[src/rtl/uart_rx_fifo.sv]
// Receive-side byte FIFO between the UART receiver and transmitter, drained through a start/busy handshake.
// Optional overflow reporting (ovf_sticky, ovf_cnt) is enabled by defining UART_FIFO_OVF_EN.
module uart_rx_fifo #(
  parameter int ADDR_W = 4,
  parameter int DATA_W = 8
) (
  input  logic              clk,
  input  logic              rst_n,
  input  logic [DATA_W-1:0] rx_data,
  input  logic              rx_int,
  output logic [DATA_W-1:0] tx_data,
  output logic              tx_start,
  input  logic              tx_busy,
  output logic [ADDR_W:0]   fifo_count,
  output logic              fifo_empty,
  output logic              fifo_full
`ifdef UART_FIFO_OVF_EN
  ,
  output logic              ovf_sticky,
  output logic [7:0]        ovf_cnt
`endif
);

  localparam int DEPTH = 2 ** ADDR_W;
  localparam logic [ADDR_W:0] FULL_COUNT = (ADDR_W + 1)'(DEPTH);

  typedef enum logic [1:0] {
    IDLE,
    START,
    WAIT_HI,
    WAIT_LO
  } state_t;

  state_t            state;
  logic              rx_int_d;
  logic [ADDR_W-1:0] wr_ptr;
  logic [ADDR_W-1:0] rd_ptr;
  logic [ADDR_W:0]   count;
  logic [15:0]       hi_timer;
  logic [DATA_W-1:0] mem [DEPTH];

  logic push_seen;
  logic pop;
  logic push;

  assign fifo_count = count;
  assign fifo_empty = (count == '0);
  assign fifo_full  = (count == FULL_COUNT);

  // A full FIFO still accepts a byte when a pop frees a slot at the same edge.
  assign push_seen = rx_int_d & ~rx_int;
  assign pop       = (state == IDLE) & ~fifo_empty & ~tx_busy;
  assign push      = push_seen & (~fifo_full | pop);

  always_ff @(posedge clk) begin
    if (rst_n && push) begin
      mem[wr_ptr] <= rx_data;
    end
  end

  always_ff @(posedge clk) begin
    if (!rst_n) begin
      state    <= IDLE;
      rx_int_d <= 1'b0;
      wr_ptr   <= '0;
      rd_ptr   <= '0;
      count    <= '0;
      hi_timer <= '0;
      tx_data  <= '0;
      tx_start <= 1'b0;
    end else begin
      rx_int_d <= rx_int;
      tx_start <= 1'b0;

      if (push) begin
        wr_ptr <= wr_ptr + ADDR_W'(1);
      end
      if (pop) begin
        rd_ptr <= rd_ptr + ADDR_W'(1);
      end
      if (push && !pop) begin
        count <= count + (ADDR_W + 1)'(1);
      end else if (pop && !push) begin
        count <= count - (ADDR_W + 1)'(1);
      end

      // A transmitter that never raises busy releases the FSM after 65536 WAIT_HI cycles.
      case (state)
        IDLE: begin
          if (pop) begin
            tx_data <= mem[rd_ptr];
            state   <= START;
          end
        end
        START: begin
          tx_start <= 1'b1;
          hi_timer <= '0;
          state    <= WAIT_HI;
        end
        WAIT_HI: begin
          if (tx_busy) begin
            state <= WAIT_LO;
          end else if (hi_timer == 16'hFFFF) begin
            state <= IDLE;
          end else begin
            hi_timer <= hi_timer + 16'd1;
          end
        end
        WAIT_LO: begin
          if (!tx_busy) begin
            state <= IDLE;
          end
        end
        default: state <= IDLE;
      endcase
    end
  end

`ifdef UART_FIFO_OVF_EN
  logic drop;

  assign drop = push_seen & fifo_full & ~pop;

  always_ff @(posedge clk) begin
    if (!rst_n) begin
      ovf_sticky <= 1'b0;
      ovf_cnt    <= '0;
    end else if (drop) begin
      ovf_sticky <= 1'b1;
      if (ovf_cnt != 8'hFF) begin
        ovf_cnt <= ovf_cnt + 8'd1;
      end
    end
  end
`endif

endmodule

[config.mk]
export PLATFORM = sky130hd
export DESIGN_NAME = uart_rx_fifo
export DESIGN_NICKNAME = d
export VERILOG_FILES = /design/src/rtl/uart_rx_fifo.sv
export SDC_FILE = /design/constraint.sdc
export NUM_CORES = 1
export LEC_CHECK = 0
export ABC_AREA = 0
export BUFFER_PORTS_ARGS = -buffer_cell sky130_fd_sc_hd__buf_2
export CORE_MARGIN = 1
export CORE_UTILIZATION = 60
export CTS_BUF_LIST = sky130_fd_sc_hd__clkbuf_4
export CTS_CLUSTER_SIZE = 30
export DETAILED_ROUTE_END_ITERATION = 12
export PLACE_DENSITY = 0.78
export SYNTH_ARGS = -nofsm -noshare
export SYNTH_HDL_FRONTEND = slang
export SYNTH_SLANG_ARGS = --single-unit
export TNS_END_PERCENT = 20
[constraint.sdc]
create_clock -name clk -period 5 [get_ports clk]
set_input_delay 1 -clock clk [delete_from_list [all_inputs] [get_ports clk]]
set_output_delay 1 -clock clk [all_outputs]
set_load 0.02 [all_outputs]
==> flow_summary.ini, run 1 <==
[routing]
drt_iter0_markers = 392
vias = 3996
via_per_inst = 6.31
avgRoutedWirePerCell_um = 20.1
drc = 0
antenna_left = 0
firstDrtPassIters = 5
routed_wl_um = 12700

[setup_path]
cp.buffers_inverters = 2
required_ns = 5.49
cp.arrival_ns = 3.56
timing.rr.start = fifo_count[0]
r2r-end = fifo_count[4]
path_cells = nor4_1 -> a21oi_2 -> inv_2 -> ha_1 -> inv_1 -> ha_1 -> a21o_1 -> a21oi_1 -> mux2i_1 -> mux2i_1
crit_path_end_kind = flip-flop
max_stage_delay_ns = 0.69
critPathKind = flip-flop to flip-flop
crit_fanout = 11
reg2reg_depth = 10
r2r_slack_ns = 1.93
start_kind = flip-flop
cp_slowest_cell = nor4_1
cpLargestDelayFamily = simple AND/OR/NAND/NOR gates

[worst_hold_path]
hp-start = hi_timer[6]
min_path_type = flip-flop to flip-flop
hold-path-cell-count = 1
holdPathEnd = hi_timer[6]

[cts]
clk_latency_ns = 0.55
clk_path_buf_depth = 2
cts_root_buf = clkbuf_4
numCtsBuffers = 17
cts_tree = built
clkSlewWorstSetupHoldPaths_ns = 0.13
cts-resized-gates = 0
hold_buffers = 0
cts_htree_levels = 4
clock_sinks = 169
post_cts_buffers = 0

[timing]
whs_ns = 0.494
clock-skew-final_ns = 0.0102
final-hold-violation-count = 0
slew_viol_final = 0
tightest_slew_ns = 1.27
fmax_mhz = 326
setup_viol = 0
fin_tns_setup_ns = 0
period_minus_slack_ns = 3.07
rsz0062_at_grt = no
relSlewSlack_pct = 14.9
post-route-period-util_pct = 61.3

[logic_synthesis]
synth_async_sr_flop_share_pct = 0
yosysWarnings = 0
avgSynthCellArea_um2 = 15.4
ys_ff_latch = 169
synth-edff-count = 128
syn_area_mm2 = 0.00693
yosys.cell_types.count = 53
ys_seq_area_share_pct = 67.3
syn_nets = 473
synthFlopType = edfxtp_1
synthCells = 449

[grt]
grt_first_pass_wirelength_um = 20100
grt_usage_pct = 23.9
antenna_found_initial = 0
grt_max_degree = 36
grt_pass1_vias = 3893
gr-total-overflow = 0

[finish]
postLayoutCoreUtil_pct = 67.6
final_nets = 504
diodes = 0
final_common_cell = edfxtp_1
drive_gt1_share_pct = 21.7
mostFrequentLayoutCells = 128 x edfxtp_1, 40 x dfxtp_1, 39 x nor2_1, 32 x mux4_2, 27 x buf_2
nFillCells = 728
areaGrowthSynthToFinish_pct = 7.61

[floorplan]
rows = 38
ios = 28
core_area_mm2 = 0.0110
fp.dieW_um = 110
initial_core_util_pct = 62.9
dieArea_mm2 = 0.0120
die_h_um = 110

[outcome]
status = completed

[flow_run]
max_cap_viol_count = 0

[power_and_ir_drop]
finalPower_mw = 2.95
cellPowerDensity_mw_per_mm2 = 396
ir_drop_v = 0.000316
cellLeakagePower_nw = 2.39

[placed_design]
place.gp.congestion = 0.845
portBuffers = 27
dp_hpwl_um = 8290
==> sequential cells by signal (all words and copies together), names as in the netlist <==
signal,flops
fifo_count,5
rd_ptr,4
tx_start,1
state,2
hi_timer,16
rx_int_d,1
wr_ptr,4
tx_data,8
mem,128
==> cell usage after synthesis (all sizes together) (3+ instances only) <==
library cell  number  share of area (%)
edfxtp           128                 55
dfxtp             41                 12
nor2              39                2.1
mux4              32                 10
nand2             25                1.4
mux2i             19                2.7
nand3             19                1.4
o21ai             17                1.4
a21oi             14                1.1
inv               14               0.76
clkbuf            13               0.72
ha                11                2.0
nand4             10               0.90
buf                8               0.54
o221ai             8                1.0
xor2               7               0.88
nor3               5               0.36
or3                5               0.52
nor4               4               0.58
a311oi             3               0.63
or4                3               0.38
==> metrics by stage <==
step | cells | worst slack [ns] | cell area, µm²
2_1_floorplan | 449 | 1.76 | 6930
5_1_grt | 633 | 1.76 | 7460
4_1_cts | 633 | 1.93 | 7460
6_report | 633 | 1.93 | 7460
3_3_place_gp | 601 | 1.48 | 7200
3_5_place_dp | 601 | 1.38 | 7200
==> final cells by class <==
class,count,area [µm²],share of cell area [%]
clock buffers,18,135,1.81
repair buffers,33,180,2.41
flip-flops and latches,169,4670,62.5
inverters,14,52.6,0.704
clock inverters,14,124,1.66
multi-input cells,245,2130,28.5
well taps,140,175,2.35
==> worst max-delay path by stage <==
stage                       start             to  slack (ns)  depth (start not counted)
floorplan                 tx_busy  fifo_count[4]        1.76                          9
global placement          tx_busy  fifo_count[4]        1.48                         10
detailed placement        tx_busy  fifo_count[4]        1.38                         10
CTS                 fifo_count[0]  fifo_count[4]        1.93                         10
global route        fifo_count[0]  fifo_count[4]        1.76                         10
finish              fifo_count[0]  fifo_count[4]        1.93                         10
==> metal layers <==
metal | routed length, µm | up-vias | global-route usage (%)
li1 | - | 1818 | -
met1 | 5220 | 2009 | 29.5
met2 | 6560 | 146 | 40.7
met3 | 738 | 23 | 6.05
met4 | 223 | 0 | 9.33
met5 | 0 | - | 0
==> logic make-up after synthesis <==
family                   Yosys count  share of synthesized area (%)
XOR/XNOR                           9                           1.14
AO/OA/AOI/OAI                     55                           5.65
multiplexers                      52                           13.3
adder cells (fa/ha/maj)           12                           2.27
buffers and inverters             35                           2.02
AND/OR/NAND/NOR                  117                           8.35
flip-flops                       169                           67.3
==> power by group <==
group | leakage [nW] | switching (mW) | internal [mW]
Sequential | 1.48 | 0.0558 | 1.56
Combinational | 0.767 | 0.362 | 0.247
Clock | 0.138 | 0.472 | 0.256
Total | 2.39 | 0.890 | 2.06
Note: power is estimated with default switching activity, not from simulation.
==> inputs of run 2 (changes only) <==
- ABC_AREA: 0 -> 1
- clock period: 5 -> 3.07 ns (I/O delays scaled with it)
==> flow_summary.ini, run 2 <==
[outcome]
status = completed

[cts]
clkSlewWorstSetupHoldPaths_ns = 0.13
cts_tree = built
cts_root_buf = clkbuf_4
cts_htree_levels = 4
clk_latency_ns = 0.56
clock_sinks = 169
cts-resized-gates = 0
clk_path_buf_depth = 2
hold_buffers = 0
numCtsBuffers = 17
post_cts_buffers = 0

[timing]
post-route-period-util_pct = 77.2
rsz0062_at_grt = no
relSlewSlack_pct = 31.5
fin_ws_ns = 0.700
period_minus_slack_ns = 2.37
tightest_slew_ns = 1.03
final-hold-violation-count = 0
slew_viol_final = 0
clock-skew-final_ns = 0.0132
setup_viol = 0
fmax_mhz = 422
fin_tns_setup_ns = 0

[grt]
antenna_found_initial = 0
gr-total-overflow = 0
grt_max_degree = 67
grt_pass1_vias = 5386
grt_util_met1_pct = 37.0
grtUsageMet2_pct = 42.9
grt_usage_pct = 27.4
gr-max-usage-layer = met2
use_met3_pct = 5.77
grt_first_pass_wirelength_um = 26700

[setup_path]
critPathKind = flip-flop to flip-flop
cp.arrival_ns = 2.81
required_ns = 3.51
critPathLaunch = fifo_count[2]
r2r-end = fifo_count[4]
crit_path_end_kind = flip-flop
path_common_cell = nand2_1
timing.rr.start = fifo_count[2]
crit_fanout = 8
reg2reg_depth = 14
cp_slowest_cell = fa_1
r2r_slack_ns = 0.70
max_stage_delay_ns = 0.45
start_kind = flip-flop
path_cells = nor2_1 -> nand3_1 -> nand2_2 -> a21oi_1 -> ha_1 -> fa_1 -> inv_1 -> nand2_1 -> nand2_1 -> nand2_1 -> nand2_1 -> nor2_1 -> o21ai_0 -> a21oi_1

[power_and_ir_drop]
cellLeakagePower_nw = 3.18
p_comb_share_pct = 32.0
ir_drop_v = 0.000430
cellPowerDensity_mw_per_mm2 = 725
p_int_mw = 3.72
p_switching_mw = 2.16
power_frac_seq_pct = 45.5
swShare_pct = 36.8
pwr-share-clk_pct = 22.5

[finish]
regMostFlops = mem
final_nets = 853
nFillCells = 967
diodes = 0
mostFrequentLayoutCells = 181 x nand2_1, 142 x nor2_1, 128 x edfxtp_1, 95 x nand3_1, 63 x inv_1
largestRegisters = mem (128), hi_timer (16), tx_data (8)
final_common_cell = nand2_1
stdcell_area_mm2 = 0.00812
drive_gt1_share_pct = 9.86
areaGrowthSynthToFinish_pct = 7.29
largest_reg_flops = 128
postLayoutCoreUtil_pct = 66.7
stdcell_count = 1010

[logic_synthesis]
synth_top_area_cell = edfxtp_1
yosysTopAreaCellShare_pct = 50.8
yosys.cell_types.count = 29
avgSynthCellArea_um2 = 9.39
synth_async_sr_flop_share_pct = 0
ys_top_cells_by_count = 181 x nand2_1, 142 x nor2_1, 128 x edfxtp_1
ys_seq_area_share_pct = 61.7
syn_nets = 830
synthCells = 806
yosysMostFrequentCell = nand2_1
ys_ff_latch = 169
synthFlopType = edfxtp_1
yosysWarnings = 0
synth.area.top_cells = edfxtp_1 51%, dfxtp_1 11%, nand2_1 9.0%, nor2_1 7.0%, nand3_1 6.3%
synth-edff-count = 128
syn_area_mm2 = 0.00757

[worst_hold_path]
min_path_type = input port to flip-flop
holdPathEnd = rx_int_d
hp-start = rx_int
hold-path-cell-count = 3

[floorplan]
dieArea_mm2 = 0.0131
rows = 40
ios = 28
fp.dieW_um = 114
initial_core_util_pct = 62.2
die_h_um = 114
core_area_mm2 = 0.0122

[flow_run]
max_cap_viol_count = 0

[placed_design]
place_inst = 978
place.gp.congestion = 0.899
portBuffers = 27
placed_area_mm2 = 0.00782
dp_hpwl_um = 10600
pre_cts_slack_ns = 0.512

[routing]
firstDrtPassIters = 5
avgRoutedWirePerCell_um = 16.3
drt_iter0_markers = 552
routed_wl_um = 16500
vias = 5657
via_per_inst = 5.60
drc = 0
antenna_left = 0
[run 2: cell count changes after synthesis, sizes merged, moves of 5 or more]
cell	previous run	this run
nand2	25	185
nor2	39	145
nand3	19	97
inv	14	69
mux4	32	0
o21ai	17	45
mux2i	19	0
buf	8	25
a21oi	14	25
o221ai	8	0
clkbuf	13	8
or3	5	0
[run 2: worst max-delay path: cells and delay by family, from the launching register on]
family / cells / cell delay (ns)
flops: 1 / 0.37
compound gates: 3 / 0.37
buf+inv: 1 / 0.08
fa+ha+maj: 2 / 0.70
simple gates: 8 / 0.74
[run 2: metrics by stage]
stage	total power, mW	hold WS (ns)
final	5.88	0.237
after global routing	6.24	0.214
after CTS	5.88	0.211
after detailed placement	4.59	0.516
after global placement	4.52	0.492
after floorplan	4.13	0.466
[run 2: worst max-delay path by stage]
stage,end
finish,fifo_count[4]
detailed placement,fifo_count[4]
CTS,fifo_count[4]
global placement,fifo_count[4]
global route,fifo_count[4]
floorplan,fifo_count[4]
[run 2: cell families after synthesis]
| group | Yosys count | share of synthesized area (%) |
|---|---|---|
| AO/OA/AOI/OAI | 72 | 4.83 |
| AND/OR/NAND/NOR | 440 | 24.8 |
| buffers and inverters | 105 | 5.75 |
| XOR/XNOR | 8 | 0.926 |
| flip-flops | 169 | 61.7 |
| adder cells (fa/ha/maj) | 12 | 2.08 |
[run 2: per-layer routing]
metal  up-vias  wire [µm]
met5         -          0
met1      2633       7120
met2       271       7720
li1       2713          -
met4         0        411
met3        40       1220
[run 2: power groups by stage]
stage | Clock [mW] | Sequential [mW] | Combinational (mW)
after floorplan | 0 | 2.80 | 1.33
after global placement | 0 | 2.72 | 1.80
after detailed placement | 0 | 2.72 | 1.86
after CTS | 1.33 | 2.67 | 1.88
after global routing | 1.43 | 2.69 | 2.13
final | 1.32 | 2.68 | 1.88
[run 2: layout make-up]
type	instances	area (µm²)	area share [%]
inverter	72	270	3.33
timing repair buffer	37	210	2.59
tap	168	210	2.59
sequential	169	4670	57.5
clock buffer	19	143	1.76
multi-input combinational	532	2470	30.4
clock inverter	13	153	1.88
